## src/rtl/nord_useq_pkg.sv

```systemverilog
// Shared encodings for the microprogram sequencer: next-address control codes
// and the one-hot micro-cycle phase ring.
package nord_useq_pkg;

  typedef enum logic [2:0] {
    NXT_CONT = 3'd0,
    NXT_JUMP = 3'd1,
    NXT_CJMP = 3'd2,
    NXT_CALL = 3'd3,
    NXT_RET  = 3'd4,
    NXT_MAP  = 3'd5,
    NXT_LOOP = 3'd6,
    NXT_CRET = 3'd7
  } nxt_e;

  typedef enum logic [4:0] {
    PH_P1 = 5'b00001,
    PH_P2 = 5'b00010,
    PH_P3 = 5'b00100,
    PH_P4 = 5'b01000,
    PH_P5 = 5'b10000
  } phase_e;

endpackage

```

## src/rtl/useq_stack.sv

```systemverilog
// Micro-subroutine return stack. Circular buffer: a push onto a full stack
// overwrites the oldest entry, so the newest DEPTH return addresses survive.
module useq_stack #(
  parameter int AW    = 12,
  parameter int DEPTH = 4
) (
  input  logic          clk,
  input  logic          rst,
  input  logic          push_i,
  input  logic          pop_i,
  input  logic [AW-1:0] din_i,
  output logic [AW-1:0] top_o,
  output logic          full_o,
  output logic          empty_o
);

  localparam int PW  = $clog2(DEPTH);
  localparam int CNW = $clog2(DEPTH + 1);

  logic [AW-1:0]  mem_q [DEPTH];
  logic [PW-1:0]  wp_q, wp_d;
  logic [CNW-1:0] cnt_q, cnt_d;
  logic [PW-1:0]  rd_ptr;

  assign rd_ptr  = wp_q - PW'(1);
  assign top_o   = mem_q[rd_ptr];
  assign full_o  = (cnt_q == CNW'(DEPTH));
  assign empty_o = (cnt_q == '0);

  always_comb begin
    wp_d  = wp_q;
    cnt_d = cnt_q;
    if (push_i) begin
      wp_d = wp_q + PW'(1);
      if (!full_o) cnt_d = cnt_q + CNW'(1);
    end else if (pop_i && !empty_o) begin
      wp_d  = rd_ptr;
      cnt_d = cnt_q - CNW'(1);
    end
  end

  always_ff @(posedge clk or posedge rst) begin
    if (rst) begin
      wp_q  <= '0;
      cnt_q <= '0;
    end else begin
      wp_q  <= wp_d;
      cnt_q <= cnt_d;
    end
  end

  // Storage needs no reset: emptiness is tracked by cnt_q alone.
  always_ff @(posedge clk) begin
    if (push_i) mem_q[wp_q] <= din_i;
  end

endmodule

```

## src/rtl/micro_sequencer.sv

```systemverilog
// Microprogram sequencer: 5-phase micro-cycle ring, control-store address
// register, next-address selection from the current MIR, and loop counter.
module micro_sequencer
  import nord_useq_pkg::*;
#(
  parameter int AW     = 12,
  parameter int SDEPTH = 4,
  parameter int CW     = 5
) (
  input  logic          clk,
  input  logic          MCL,
  input  logic          HOLD,
  input  logic [2:0]    MIR_NXT,
  input  logic [AW-1:0] MIR_NADR,
  input  logic [2:0]    MIR_CSEL,
  input  logic [7:0]    COND,
  input  logic [AW-1:0] IRMAP,
  input  logic          WSHC,
  input  logic [CW-1:0] LCNT,
  output logic [AW-1:0] ROMA,
  output logic          MIRKL,
  output logic          T1,
  output logic          T3,
  output logic          T5,
  output logic          ACTLOOP,
  output logic          STKERR
);

  phase_e        phase_q, phase_d;
  logic          run_q, run_d;
  logic [AW-1:0] roma_q, roma_d;
  logic [CW-1:0] cnt_q, cnt_d;
  logic          stkerr_q, stkerr_d;

  nxt_e          nxt;
  logic          step;
  logic          cond_bit;
  logic [AW-1:0] inc_adr;
  logic [AW-1:0] next_adr;
  logic          push_req, pop_req, err_req, dec_req;
  logic [AW-1:0] stk_top;
  logic          stk_full, stk_empty;

  assign nxt      = nxt_e'(MIR_NXT);
  assign cond_bit = COND[MIR_CSEL];
  assign inc_adr  = roma_q + AW'(1);
  // MIR is garbage until the first MIRKL after reset, so the first P4 is skipped.
  assign step     = (phase_q == PH_P4) && run_q;

  always_comb begin
    phase_d = phase_q;
    case (phase_q)
      PH_P1:   phase_d = PH_P2;
      PH_P2:   phase_d = PH_P3;
      PH_P3:   phase_d = PH_P4;
      PH_P4:   phase_d = PH_P5;
      PH_P5:   phase_d = HOLD ? PH_P5 : PH_P1;
      default: phase_d = PH_P1;
    endcase
  end

  always_comb begin
    next_adr = inc_adr;
    push_req = 1'b0;
    pop_req  = 1'b0;
    err_req  = 1'b0;
    dec_req  = 1'b0;
    case (nxt)
      NXT_CONT: next_adr = inc_adr;
      NXT_JUMP: next_adr = MIR_NADR;
      NXT_CJMP: next_adr = cond_bit ? MIR_NADR : inc_adr;
      NXT_CALL: begin
        next_adr = MIR_NADR;
        push_req = 1'b1;
        err_req  = stk_full;
      end
      NXT_RET: begin
        pop_req  = 1'b1;
        err_req  = stk_empty;
        next_adr = stk_empty ? '0 : stk_top;
      end
      NXT_MAP:  next_adr = IRMAP;
      NXT_LOOP: begin
        dec_req  = (cnt_q != '0);
        next_adr = dec_req ? roma_q : inc_adr;
      end
      NXT_CRET: begin
        if (cond_bit) begin
          pop_req  = 1'b1;
          err_req  = stk_empty;
          next_adr = stk_empty ? '0 : stk_top;
        end
      end
      default: next_adr = inc_adr;
    endcase
  end

  always_comb begin
    run_d    = run_q | ((phase_q == PH_P5) && !HOLD);
    roma_d   = step ? next_adr : roma_q;
    stkerr_d = stkerr_q | (step & err_req);
    cnt_d    = cnt_q;
    // A same-cycle counter load wins over the loop decrement.
    if (WSHC)                 cnt_d = LCNT;
    else if (step && dec_req) cnt_d = cnt_q - CW'(1);
  end

  always_ff @(posedge clk or posedge MCL) begin
    if (MCL) begin
      phase_q  <= PH_P1;
      run_q    <= 1'b0;
      roma_q   <= '0;
      cnt_q    <= '0;
      stkerr_q <= 1'b0;
    end else begin
      phase_q  <= phase_d;
      run_q    <= run_d;
      roma_q   <= roma_d;
      cnt_q    <= cnt_d;
      stkerr_q <= stkerr_d;
    end
  end

  useq_stack #(
    .AW    (AW),
    .DEPTH (SDEPTH)
  ) u_stack (
    .clk     (clk),
    .rst     (MCL),
    .push_i  (step & push_req),
    .pop_i   (step & pop_req),
    .din_i   (inc_adr),
    .top_o   (stk_top),
    .full_o  (stk_full),
    .empty_o (stk_empty)
  );

  assign ROMA    = roma_q;
  assign T1      = (phase_q == PH_P1) & ~MCL;
  assign T3      = (phase_q == PH_P3) & ~MCL;
  assign T5      = (phase_q == PH_P5) & ~MCL;
  assign MIRKL   = (phase_q == PH_P5) & ~HOLD & ~MCL;
  assign ACTLOOP = (nxt == NXT_LOOP) & (cnt_q != '0);
  assign STKERR  = stkerr_q;

endmodule
```

## config.mk

```make
export PLATFORM = sky130hd
export DESIGN_NAME = micro_sequencer
export DESIGN_NICKNAME = d
export VERILOG_FILES = /design/src/rtl/nord_useq_pkg.sv /design/src/rtl/useq_stack.sv /design/src/rtl/micro_sequencer.sv
export SDC_FILE = /design/constraint.sdc
export NUM_CORES = 1
export LEC_CHECK = 0
export CORE_UTILIZATION = 45
export DETAILED_ROUTE_END_ITERATION = 8
export PLACE_DENSITY = 0.65
export SLEW_MARGIN = 40
export SYNTH_ARGS = -nofsm -noshare
export SYNTH_HDL_FRONTEND = slang
export SYNTH_SLANG_ARGS = --single-unit
```

## constraint.sdc

```tcl
create_clock -name clk -period 3.8 [get_ports clk]
set_clock_uncertainty 0.2 [all_clocks]
set_input_delay 0.57 -clock clk [delete_from_list [all_inputs] [get_ports clk]]
set_output_delay 0.57 -clock clk [all_outputs]
set_load 0.05 [all_outputs]
```

==> metrics.cfg, run 1 <==
[outcome]
status = finished with violations
failed_checks = DRC

[detailed_routing]
firstDrtPassIters = 7
drc = 3
drt_wl_total_mm = 10.41
viasPerCell = 5.964
postRouteAntennaNets = 0
drt_iter0_drc = 267
wl_per_cell_microns = 19.63
vias = 3161

[critical_path]
ff2ff_setup_slack_ns = 1.04
end_kind = output pin
crit_path_start_kind = flop
path_max_fanout = 8
arrival_ns = 2.28
crit_required_ns = 3.03
crit_type = reg -> out

[floorplanning]
dieArea_sq_um = 9665
die_height_microns = 98.31
num_rows = 34
io-pin-count = 65
initial_core_util = 0.4717
core_area_sq_um = 8848
die_w_microns = 98.31

[timing]
finalCritPeriodShare = 0.8037
final-setup-viol-count = 0
worstMarginPinSlew_ns = 0.7564
finalHoldViolCount = 0
setup_tns_ns = 0
maxSlewViolCount = 0
holdWs_ns = 0.3062
period_minus_slack_ns = 3.054
relSlewSlack = 0.4957
fmax_mhz = 327.4
grt_setup_unrepaired = no

[global_routing]
grt_use_total = 0.2271
grt_pass1_vias = 3021
grt_pass1_wl_mm = 16.46
antenna_found_initial = 0
grt_overflow = 0
grt_max_degree = 30

[final_layout]
utilization = 0.5790
final_cell_mix = clkdlybuf4s50_1, edfxtp_1, nand2_1
finalNetCount = 472
area_growth_pct = 22.75
layout_commonest_cell = clkdlybuf4s50_1
antennaDiodeCount = 0
layout.cells.non_filler = 530
fillCellCount = 745
drive_gt1_frac = 0.1374

[clock_network]
clock_latency_ns = 0.35
cts_setup_buffers = 0
cts_tree = built
cts_buffers = 9
cts.clk_slew.worst_paths_ns = 0.09
cts_resized = 0
htree_levels = 3
cts_hold_buf = 0
clock-root-buffer = clkbuf_8
clock_sinks = 77
ctsLongestPathBuffers = 2

[synthesis]
ys.flop_type = edfxtp_1
async_reset_ff_frac = 0.3766
syn_avg_cell_area_sq_um = 11.93
synth-seq-cells = 77
yosysWarnings = 0
synth_area_sq_um = 4174
yosysTopAreaCellShare = 0.3453
synth_cells = 350
synth_nets = 405
synth_cell_types = 66
synth_top_area_cell = edfxtp_1
ys_seq_area_frac = 0.5195
synthTopCellsByArea = edfxtp_1, dfrtp_1, mux4_2
synth_enable_flop_cells = 48

[pwr]
share_comb_of_total_power = 0.413
clockPowerShare = 0.192
p_leak_nw = 1.881
netSwitchingPower_mw = 1.329
peakVddDrop_mv = 0.2308
internal_power_mw = 1.960
power_density_nw_per_um2 = 641.8
p_total_mw = 3.288
p_sw_frac = 0.4040
seq_power_share = 0.395

[placed_design]
gp_congestion = 0.8239
dp_hpwl_mm = 7.416
dp.cells = 514
portBuffers = 64

[flow_run]
maxCapViolCount = 0

[worst_hold_path]
hp-class = reg -> reg

-- per-layer routing --
layer / GRT usage / part of all wire
met1: 0.3247 / 0.45
met2: 0.3543 / 0.47
met3: 0.03150 / 0.069
met4: 0.08381 / 0.012
met5: 0 / 0
-- per-stage QoR --
step / setup slack, ns / instance area [sq um]
6_report: 0.7458 / 5124
5_1_grt: 0.6143 / 5124
4_1_cts: 0.7479 / 5124
3_5_place_dp: 0.7185 / 4925
3_3_place_gp: 0.8012 / 4925
2_1_floorplan: 0.9744 / 4174
-- worst paths after layout --
kind	startpoint	to	cells after the start
max	phase_q[3]	MIRKL	4
min	STKERR	STKERR	1
max reg2reg	phase_q[2]	u_stack.cnt_q[2]	8
min reg2reg	STKERR	STKERR	1
max in group asynchronous	MCL	phase_q[0]	3
min in group asynchronous	MCL	phase_q[1]	3
-- worst max-delay path, stage by stage (launching register included) --
cell and delay [ns]:
dfrtp_1 0.48, nor3_1 0.27, nand3b_1 0.19, nor3_1 0.16, clkdlybuf4s50_1 0.83
-- cell usage after synthesis, types with 7 or more instances --
cell	instances
nor3_1	8
nand2_1	31
xnor2_1	13
nand3_1	9
buf_2	8
inv_1	14
ha_1	7
a21oi_1	16
dfrtp_1	28
nor2_1	23
and2_1	7
mux4_2	12
a31oi_1	7
edfxtp_1	48
-- state kept, by name, summed over array words and instances (netlist names) --
name           cells
ROMA              12
STKERR             1
cnt_q              5
phase_q            5
run_q              1
u_stack.cnt_q      3
u_stack.mem_q     48
u_stack.wp_q       2
-- cell type report --
type | count | area (sq um) | area share
Tap cell | 108 | 135.1 | 0.02637
Clock buffer | 10 | 127.6 | 0.02491
Inverter | 14 | 52.55 | 0.01026
Multi-Input combinational cell | 243 | 1861 | 0.3631
Clock inverter | 6 | 71.32 | 0.01392
Sequential cell | 77 | 2168 | 0.4232
Timing Repair Buffer | 72 | 708.2 | 0.1382
-- power by group through the flow --
stage / Sequential (mW) / Combinational [mW] / Clock, mW
CTS: 1.30 / 1.36 / 0.646
global placement: 1.31 / 1.34 / 0
detailed placement: 1.31 / 1.35 / 0
finish: 1.30 / 1.36 / 0.633
global route: 1.32 / 1.46 / 0.681
floorplan: 1.49 / 0.727 / 0
-- logic make-up after synthesis --
kind of cell,count (synthesis),synth area share
flip-flops,77,0.5195
AND/OR/NAND/NOR,112,0.1457
adder cells (fa/ha/maj),8,0.02578
AO/OA/AOI/OAI,87,0.1568
XOR/XNOR,18,0.03777
multiplexers,18,0.07974
buffers and inverters,30,0.03477
(Power assumes the default switching activity.)
==> inputs of run 2 (changes only) <==
==> constraint.sdc (replaced) <==
create_clock -name clk -period 2.9 [get_ports clk]
set_clock_uncertainty 0.2 [all_clocks]
set_input_delay 0.435 -clock clk [delete_from_list [all_inputs] [get_ports clk]]
set_output_delay 0.435 -clock clk [all_outputs]
set_load 0.05 [all_outputs]
==> run 2 against run 1 <==
Net effect: the flow still finishes with violations (DRC); non-clock buffer count grew 12; sequential share of layout area shrank 0.90 points; largest cell class unchanged; final cell count grew 2.1%; cell area grew 2.2%; largest power group unchanged.
==> metrics.cfg, run 2 (same netlist as run 1, synthesis figures left out) <==
[timing]
setup_tns_ns = 0  ; unchanged
grt_setup_unrepaired = no
worstMarginPinSlew_ns = 0.7067  ; -0.04970 ns
relSlewSlack = 0.5255  ; +0.02975
finalCritPeriodShare = 0.8620
fmax_mhz = 400.1
final-setup-viol-count = 0  ; unchanged
finalHoldViolCount = 0  ; unchanged
period_minus_slack_ns = 2.500
maxSlewViolCount = 0  ; unchanged

[global_routing]
grt_overflow = 0  ; unchanged
grt_pass1_vias = 3192  ; +5.7%
grt_use_total = 0.2340  ; +0.006901
grt_max_degree = 30  ; unchanged
grt_pass1_wl_mm = 17.04  ; +3.6%
antenna_found_initial = 0  ; unchanged

[detailed_routing]
drt_wl_total_mm = 10.66  ; +2.4%
firstDrtPassIters = 9  ; +2
postRouteAntennaNets = 0  ; unchanged
drc = 1  ; -2
wl_per_cell_microns = 19.70  ; +0.31%
drt_iter0_drc = 185  ; -31%
viasPerCell = 5.922  ; -0.70%
vias = 3204  ; +1.4%

[pwr]
p_sw_frac = 0.3958  ; -0.008237
power_density_nw_per_um2 = 841.7  ; +31%
p_leak_nw = 1.973  ; +4.9%
peakVddDrop_mv = 0.2959  ; +28%
netSwitchingPower_mw = 1.744  ; +31%
internal_power_mw = 2.662  ; +36%
share_comb_of_total_power = 0.413  ; about the same
clockPowerShare = 0.200  ; +0.008
seq_power_share = 0.387  ; -0.008

[critical_path]
end_kind = flop
path_max_fanout = 6  ; -2
cp_slowest_stage_delay_ns = 0.56  ; -0.27 ns
cp_cell_sequence = nor2_1 > nand4_2 > nor3_2 > inv_1 > fa_1 > or4_1 > a21boi_0 > a21oi_1
arrival_ns = 2.54  ; +0.26 ns
crit_slowest_cell = or4_1
crit_required_ns = 2.94  ; -0.09 ns
crit_path_start_kind = flop
r2r-end = u_stack.cnt_q[2]
timing.rr.start = phase_q[2]
reg2reg_depth = 8  ; unchanged
crit_type = reg -> reg
ff2ff_setup_slack_ns = 0.40  ; -0.64 ns

[placed_design]
dp.cells = 526  ; +2.3%
dp_hpwl_mm = 7.790  ; +5.0%
place_area_sq_um = 5022  ; +2.0%
portBuffers = 64  ; unchanged
gp_congestion = 0.8752  ; +6.2%

[clock_network]
cts.clk_slew.worst_paths_ns = 0.09  ; about the same
ctsLongestPathBuffers = 2  ; unchanged
clock_sinks = 77  ; unchanged
cts_hold_buf = 0  ; unchanged
htree_levels = 3  ; unchanged
cts_tree = built
clock_latency_ns = 0.35  ; about the same
cts_buffers = 9  ; unchanged
clock-root-buffer = clkbuf_8

[worst_hold_path]
hp-start = STKERR
hp-class = reg -> reg
worstHoldEndpoint = STKERR
holdPathStages = 1  ; unchanged

[floorplanning]
num_rows = 34  ; unchanged
core_area_sq_um = 8848  ; unchanged
dieArea_sq_um = 9665  ; unchanged
initial_core_util = 0.4717  ; unchanged
io-pin-count = 65  ; unchanged
die_height_microns = 98.31  ; unchanged
die_w_microns = 98.31  ; unchanged

[flow_run]
maxCapViolCount = 0  ; unchanged

[outcome]
failed_checks = DRC
status = finished with violations

[final_layout]
design_area_sq_um = 5235  ; +2.2%
final_cell_mix = clkdlybuf4s50_1, edfxtp_1, nand2_1
layout_commonest_cell = clkdlybuf4s50_1
regMostFlops = u_stack.mem_q
largest_reg_flops = 48  ; unchanged
finalNetCount = 484  ; +2.5%
layout.cells.non_filler = 541  ; +2.1%
drive_gt1_frac = 0.1663  ; +0.02884
antennaDiodeCount = 0  ; unchanged
area_growth_pct = 25.42

## run 2: changes by cell type in the layout (fill, tap and decap cells not counted), sizes merged
cell           previous run  this run
buf                      10        24
bufinv                    1         2
clkbuf                   10         9
clkdlybuf4s50            62        59
dlymetal6s2s              0         1
inv                      16        15
## run 2: what timing repair did
action	CTS	global route
resized for setup	0	1
setup endpoints to repair	0	1
buffers inserted	0	0
## run 2: power groups by stage
stage	registers (mW)	clock network, mW	logic (mW)
finish	1.70	0.882	1.82
global route	1.73	0.942	1.96
CTS	1.70	0.900	1.84
detailed placement	1.72	0	1.83
global placement	1.72	0	1.80
floorplan	1.95	0	0.953
## run 2: area by class of cell
| class | instances | area (sq um) |
|---|---|---|
| clock buffer | 9 | 123.9 |
| clock inverter | 6 | 86.33 |
| fill | 746 | 3613 |
| inverter | 14 | 52.55 |
| multi-input combinational | 243 | 1861 |
| sequential | 77 | 2168 |
| tap | 108 | 135.1 |
| timing repair buffer | 84 | 808.3 |
## run 2: stage by stage
step,setup WS (ns),total power [mW],utilization,hold WS [ns]
after floorplan,0.1751,2.903,-,0.2862
after global placement,0.1484,3.522,0.5676,0.2676
after detailed placement,0.07673,3.553,0.5676,0.2720
after CTS,0.01750,4.442,0.5913,0.2959
after global routing,0.1970,4.637,0.5916,0.3251
final,0.4003,4.406,0.5916,0.2824
## run 2: worst max-delay path by stage
stage	from	endpoint	slack, ns	cells past startpoint
after floorplan	phase_q[2]	u_stack.cnt_q[2]	0.18	9
after global placement	MIR_NXT[2]	u_stack.cnt_q[2]	0.15	7
after detailed placement	MIR_NXT[2]	u_stack.cnt_q[2]	0.08	7
after CTS	phase_q[3]	T5	0.02	4
after global routing	phase_q[2]	u_stack.cnt_q[2]	0.20	8
final	phase_q[2]	u_stack.cnt_q[2]	0.40	8
## run 2: critical path: cells and delay by family (launching register included)
family / cells / cell delay, ns
DFF: 1 / 0.44
adders and majority gates: 1 / 0.41
and+or+nand+nor: 4 / 1.03
AOI/OAI and AO/OA: 2 / 0.22
buffers and inverters: 1 / 0.08
## run 2: per-layer routing
layer,GRT usage,wire length (microns)
met5,0,0
met4,0.09874,256
met3,0.04653,564
met2,0.3732,5114
met1,0.3134,4719
